## config.mk

```make
export PLATFORM = sky130hd
export DESIGN_NAME = prbs7_xnor_lfsr
export DESIGN_NICKNAME = d
export VERILOG_FILES = /design/src/rtl/prbs7_xnor_pkg.sv /design/src/rtl/prbs7_xnor_lfsr.sv
export SDC_FILE = /design/constraint.sdc
export NUM_CORES = 1
export LEC_CHECK = 0
export ABC_AREA = 0
export CELL_PAD_IN_SITES_DETAIL_PLACEMENT = 1
export CELL_PAD_IN_SITES_GLOBAL_PLACEMENT = 2
export CORE_AREA = 2 2 39 41
export CTS_BUF_LIST = sky130_fd_sc_hd__clkbuf_16
export DETAILED_ROUTE_END_ITERATION = 8
export DIE_AREA = 0 0 41 43
export PLACE_DENSITY_LB_ADDON = 0.1
export SLEW_MARGIN = 20
export SYNTH_ARGS = -nofsm -noshare
export SYNTH_HDL_FRONTEND = slang
export SYNTH_SLANG_ARGS = --single-unit
```

## constraint.sdc

```tcl
create_clock -name CP -period 1.5 [get_ports CP]
set_input_delay 0.3 -clock CP [delete_from_list [all_inputs] [get_ports CP]]
set_output_delay 0.3 -clock CP [all_outputs]
set_load 0.01 [all_outputs]
```

## src/rtl/prbs7_xnor_pkg.sv

```systemverilog
// Shared constants and types for the XNOR-feedback PRBS-7 generator/checker pair.
package prbs7_xnor_pkg;
  localparam int PRBS_LEN = 7;
  localparam int TAP_HI   = 6;
  localparam int TAP_LO   = 5;
  localparam logic [PRBS_LEN-1:0] LOCKUP_STATE = 7'h7F;

  typedef enum logic {
    SEARCH = 1'b0,
    LOCKED = 1'b1
  } chk_state_t;
endpackage

```

## src/rtl/prbs7_xnor_lfsr.sv

```systemverilog
// 7-bit x^7+x^6+1 XNOR LFSR; LOAD selects the externally supplied bit instead of feedback.
module prbs7_xnor_lfsr
  import prbs7_xnor_pkg::*;
(
  input  logic                CP,
  input  logic                RST,
  input  logic                EN,
  input  logic                LOAD,
  input  logic                LOAD_BIT,
  output logic [PRBS_LEN-1:0] S,
  output logic                PRED
);
  logic [PRBS_LEN-1:0] r_s;
  logic                w_pred;
  logic                w_in;

  assign w_pred = ~(r_s[TAP_HI] ^ r_s[TAP_LO]);
  assign w_in   = LOAD ? LOAD_BIT : w_pred;

  always_ff @(posedge CP or posedge RST) begin
    if (RST) begin
      r_s <= '0;
    end else if (EN) begin
      r_s <= {r_s[PRBS_LEN-2:0], w_in};
    end
  end

  assign S    = r_s;
  assign PRED = w_pred;
endmodule

```

# Yosys cells after proc, flatten, opt, wreduce, memory -nomap -nowiden
# Index checks and enable logic that the tools add are counted.
# totals
ff_bits	7
latch_bits	0
ramBits	0
romBits	0
in_bits	5
output_inout_bits	8
elab_cells	4
n_memories	0
# op_classes
addsub	0
mul	0
div	0
magnitude_cmp	0
n_eq_ne	0
shift	0
n_mux	1
bitwise_logic	2
reduce_logical	0
# ops
operator	n
1-bit two-way mux	1
1-bit inverter	1
1-bit XOR	1

# Longest topological paths before layout
# Gate-level depths: netlist (run 1).
# logic_depth
depth_word	3
ltp_mapped	3
ltp_nobuf	3

# Worst setup path before layout (run 1)
# No wires, ideal clock.
# synth_timing
path_type	reg2reg
startpoint	reg r_s[5] (netlist: S[5])
endpoint	reg r_s[0] (netlist: S[0])
setup_time_ns	0.077
arrival_time_ns	0.967
required_time_ns	1.423
path_slack_ns	0.456
path_stages_with_launch	4
path_buffers	0
synth_period_minus_slack_ns	1.044
cell_sequence	dfrtp_1 > xnor2_1 > mux2i_1 > a21oi_1
# synth_between
elab_chain_len	3
# synth_rtl
element	line_no	rtl
start: declaration	prbs7_xnor_lfsr.sv:13	logic [PRBS_LEN-1:0] r_s;
start signal: assignment	prbs7_xnor_lfsr.sv:24	r_s <= {r_s[PRBS_LEN-2:0], w_in};
1-bit XOR	prbs7_xnor_lfsr.sv:17	assign w_pred = ~(r_s[TAP_HI] ^ r_s[TAP_LO]);
1-bit inverter	prbs7_xnor_lfsr.sv:17	
named net PRED	prbs7_xnor_lfsr.sv:11	output logic PRED
1-bit two-way mux	prbs7_xnor_lfsr.sv:18	assign w_in = LOAD ? LOAD_BIT : w_pred;
# The timed path passes the listed nets, and every way through them passes these cells.
# A chain may end at the register's enable or synchronous reset.

# Worst setup path in the final report (run 1)
# layout_timing
startpoint	reg r_s[6] (netlist: S[6])
endpoint	out S[6]
# layout_lines
element	line_no	rtl
end: declaration	prbs7_xnor_lfsr.sv:10	output logic [PRBS_LEN-1:0] S,
# No word-level cell between the ends.

==> flow_metrics.tcl, run 1 <==
set metrics [dict create \
    routed_wl_um 626 \
    io-pin-count 13 \
    critPathLaunch "S[6]" \
    slew_headroom_pct 81.46 \
    power.total_mw 1.217 \
    dr.pass1.iters 1 \
    dieArea_sq_um 1763 \
    yosysTopAreaCell "dfrtp_1" \
    powerDensity_nw_per_um2 2408 \
    setup.worst_path.end_class "primary output" \
    critPathBufInv 1 \
    grt_pass1_wl_um 1145 \
    antenna_cells 0 \
    fin_crit_sh_pct 96.00 \
    drtAntennaViolNets 0 \
    ir_drop_mv 0.9217 \
    cts_hold_buf 0 \
    yosysSeqAreaShare_pct 62.78 \
    hold_viol_final 0 \
    fill_cells 151 \
    hold_path_class "in -> async" \
    layout.area.seq_sq_um 175.2 \
    max_stage_delay_ns 0.55 \
    vias_per_cell 3.923 \
    cts-buffers-inserted 3 \
    port-buffer-count 12 \
    multi_input_area_sq_um 95.09 \
    grt_pass1_vias 256 \
    final_util_pct 36.53 \
    synth_cells 19 \
    rsz0062_at_grt "no" \
    post-dp-hpwl_um 454.7 \
    p_leak_nw 0.2164 \
    synth_area_sq_um 279.0 \
    drc 0 \
    drt_iter0_markers 0 \
    required_ns 1.20 \
    start_util_pct 20.16 \
    cts_tree "done" \
    nets 42 \
    fin_area_sq_um 505.5 \
    cp_cell_sequence "clkdlybuf4s50_1" \
    worst_r2r_endpoint "S[5]" \
    critPathLaunchType "flip-flop" \
    cpLargestDelayFamily "buffers and inverters" \
    maxSlewViolCount 0 \
    critPathMaxFanout 3 \
    critPathSlowestCell "clkdlybuf4s50_1" \
    max_cap_violations 0 \
    r2r_start "S[5]" \
    regToRegSetupSlack_ns 0.60 \
    drive_above_1_share_pct 30.56 \
    antenna_found_initial 0 \
    largest_reg_flops 7 \
    period_needed_ns 1.440 \
    fp.dieH_um 43 \
    wl_per_cell_um 12.04 \
    timing.hold.ws_ns 0.3151 \
    ff2ff_path_depth 2 \
    clock.fmax_mhz 694.4 \
    yosys-top-cells-area "dfrtp_1 (63%), mux2_2 (24%), mux2i_1 (3.6%)" \
    dpl-instance-area_sq_um 429.2 \
    critPathArrivalTime_ns 1.14 \
    core-area_sq_um 1384 \
    status "finished, final reports clean" \
    crit_type "reg -> out" \
    synth_fp_nets 24 \
    cts_buffer_depth 2 \
    grt_max_degree 9 \
    synth_warnings 0 \
    ys_seq_elements 7 \
    via_count 204 \
    setup_tns_ns 0 \
    netlist.area_leader.share_pct 62.78 \
    syn_area_per_cell_sq_um 14.69 \
    gp_congestion 0.5891 \
    die_w_um 41 \
    clock-sinks 7 \
    synthToLayoutAreaGrowth_pct 81.17 \
    cts.clk_slew.worst_paths_ns 0.04 \
    skew_ns 0.001793 \
    rows 14 \
    grtUsageTotal_pct 10.24 \
    cp.depth 1 \
    tightest_slew_ns 0.2778 \
    synth.distinct_cells 8 \
    clk_latency_ns 0.23 \
    finalSetupViolations 0 \
    cts_max_level 1 \
    globalRouteOverflowTotal 0 \
    root_buffer "clkbuf_16" \
    cp-endpoint "S[6]" \
]
## final cells by class
type	instances	area share, %
inverter	1	0.7426
sequential	7	34.65
clock inverter	1	0.7426
clock buffer	3	14.85
multi-input combinational	10	18.81
tap	16	3.960
timing repair buffer	14	26.24
## synth_stat cells
cell,count
xnor2_1,1
inv_1,1
dfrtp_1,7
buf_2,1
mux2i_1,1
a21oi_1,1
mux2_2,6
nor2_1,1
## placed cells by master, fill, tap and decap left out, types with 2 or more instances in the layout
cell type,count
buf_4,2
clkbuf_16,3
clkdlybuf4s50_1,10
dfrtp_1,7
dlygate4sd2_1,2
inv_1,2
mux2_2,6
## where the power goes
group	internal, mW	switching, mW
Combinational	0.272	0.157
Clock	0.347	0.0985
Sequential	0.280	0.0631
## worst register-to-register path: cells and delay by family, from the launching register on
kind	cells	cell delay, ns
mux	1	0.26
flops	1	0.38
buf+inv	1	0.14
## cells by family after synthesis
kind of cell    synth area share (%)
mux                            27.80
flops                          62.78
compound gates                 1.792
xor+xnor                       3.140
buf+inv                        3.136
simple gates                   1.344
## per-layer routing
layer,GRT usage (%),part of all wire (%),vias to the layer above
li1,-,-,98
met2,14.69,51,9
met3,3.141,8.9,0
met5,0,0,-
met1,11.96,40,97
met4,8.000,0,0
## stage by stage
stage | cells | worst slack [ns]
3_3_place_gp | 48 | 0.08775
2_1_floorplan | 19 | 0.4555
4_1_cts | 52 | 0.05139
3_5_place_dp | 48 | 0.06242
5_1_grt | 52 | 0.0006957
6_report | 52 | 0.05998
## how the worst min path moves through the flow
stage	end	start	cells past startpoint
5_1_grt	S[3]	RST	2
4_1_cts	S[3]	RST	2
6_report	S[3]	RST	2
3_5_place_dp	S[4]	S[3]	1
2_1_floorplan	S[0]	RST	1
3_3_place_gp	S[2]	S[1]	1
## repair_timing
item                                    in CTS  in global routing
endpoints found under the setup margin       2                  0
gates resized for setup                      2                  0
buffers inserted                             0                  0
Note: power is estimated with default switching activity, not from simulation.
==> run 2: changes to the inputs <==
Settings changed: PLACE_DENSITY set to 0.73, PLACE_DENSITY_LB_ADDON 0.1 to not set.
==> run 2 against run 1 <==
  * Die area unchanged
  * Largest power group unchanged
  * Largest cell class unchanged
  * Hold slack got worse by 0.012 ns
  * Wire length decreased by 9.6%
==> flow_metrics.tcl, run 2 (synthesized netlist as in run 1, its figures left out) <==
set metrics [dict create \
    skew_ns 0.0004910 \
    hold_viol_final 0 \
    dr.pass1.iters 1 \
    gr-usage-met1_pct 11.67 \
    power.total_mw 1.212 \
    status "finished, final reports clean" \
    rows 14 \
    critPathMaxFanout 3 \
    tightest_slew_ns 0.3199 \
    period_needed_ns 1.439 \
    layout_common_cells "clkdlybuf4s50_1 (10), dfrtp_1 (7), mux2_2 (6)" \
    slew_headroom_pct 78.61 \
    antenna_found_initial 0 \
    critPathSlowestCell "clkdlybuf4s50_1" \
    critPathBufInv 1 \
    fin_area_sq_um 498.0 \
    cp.depth 1 \
    io-pin-count 13 \
    die_w_um 41 \
    clock-sinks 7 \
    layout.area.seq_sq_um 175.2 \
    dieArea_sq_um 1763 \
    gp_congestion 0.5854 \
    drtAntennaViolNets 0 \
    start_util_pct 20.16 \
    finalSetupViolations 0 \
    via_count 201 \
    critPathArrivalTime_ns 1.14 \
    cts-buffers-inserted 3 \
    grt_pass1_wl_um 910 \
    grt_max_degree 9 \
    globalRouteOverflowTotal 0 \
    clk_latency_ns 0.23 \
    multi_input_area_sq_um 95.09 \
    core-area_sq_um 1384 \
    cts.clk_slew.worst_paths_ns 0.03 \
    cts_tree "done" \
    cts_buffer_depth 2 \
    rsz0062_at_grt "yes" \
    nets 41 \
    root_buffer "clkbuf_16" \
    drt_iter0_markers 0 \
    dpl-instance-area_sq_um 421.7 \
    max_cap_violations 0 \
    antenna_cells 0 \
    cts_setup_buffers 0 \
    crit_type "reg -> out" \
    drive_above_1_share_pct 28.57 \
    grt_use_met2_pct 8.750 \
    grt_pass1_vias 207 \
    drc 0 \
    routed_wl_um 566 \
    grt_use_met3_pct 5.236 \
    fin_crit_sh_pct 95.92 \
    hold_path_class "in -> async" \
    wl_per_cell_um 11.10 \
    largest_reg_flops 7 \
    synthToLayoutAreaGrowth_pct 78.48 \
    clock.fmax_mhz 695.0 \
    busiest_layer "met1" \
    grtUsageTotal_pct 8.629 \
    port-buffer-count 12 \
    powerDensity_nw_per_um2 2434 \
    ir_drop_mv 1.007 \
    maxSlewViolCount 0 \
    regToRegSetupSlack_ns 0.61 \
    fill_cells 150 \
    vias_per_cell 3.941 \
    layout_commonest_cell "clkdlybuf4s50_1" \
    cp_cell_sequence "clkdlybuf4s50_1" \
    cts_max_level 1 \
    p_leak_nw 0.2116 \
    ff2ff_path_depth 2 \
    required_ns 1.20 \
    max_stage_delay_ns 0.55 \
    cpLargestDelayFamily "buffers and inverters" \
    critPathLaunchType "flip-flop" \
    setup.worst_path.end_class "primary output" \
    fp.dieH_um 43 \
]
-- run 2: cell types whose count changed in the layout (fill, tap and decap cells not counted) --
cell and change:
buf_4 -1
-- run 2: worst paths after layout --
kind | startpoint | to
setup / recovery | S[3] | S[3]
hold / removal | RST | S[3]
setup reg to reg | S[5] | S[6]
hold reg to reg | S[1] | S[2]
max in group asynchronous | RST | S[5]
min in group CP | S[1] | S[2]
-- run 2: per-layer routing --
metal	vias to the layer above	routed length [um]
met5	-	0
li1	95	-
met2	13	218
met4	0	0
met1	93	266
met3	0	81
-- run 2: cell type report --
class                   count  share of cell area, %
multi-input cells          10                  19.10
clock buffers               3                  15.08
clock inverters             1                 0.7538
inverters                   1                 0.7538
flip-flops and latches      7                  35.18
repair buffers             13                  25.13
well taps                  16                  4.020
-- run 2: report_power, final --
| part | internal, mW | total [mW] | switching (mW) |
|---|---|---|---|
| Clock | 0.346 | 0.439 | 0.0933 |
| Sequential | 0.280 | 0.348 | 0.0685 |
| Combinational | 0.270 | 0.424 | 0.154 |
-- run 2: timing repair --
item	CTS	global route
hold buffers	0	0
setup endpoints to repair	2	1
hold endpoints to repair	0	0
resized for setup	2	0
-- run 2: through the flow --
step	TNS [ns]	std cells	setup WS [ns]	utilization, %	hold slack (ns)
floorplan	0	19	0.4555	-	0.1034
global placement	0	47	0.04721	30.47	0.5204
detailed placement	0	47	0.03860	30.47	0.5247
CTS	0	51	0.05234	35.99	0.3071
global route	-0.001866	51	-0.001866	35.99	0.3310
finish	0	51	0.06125	35.99	0.3027
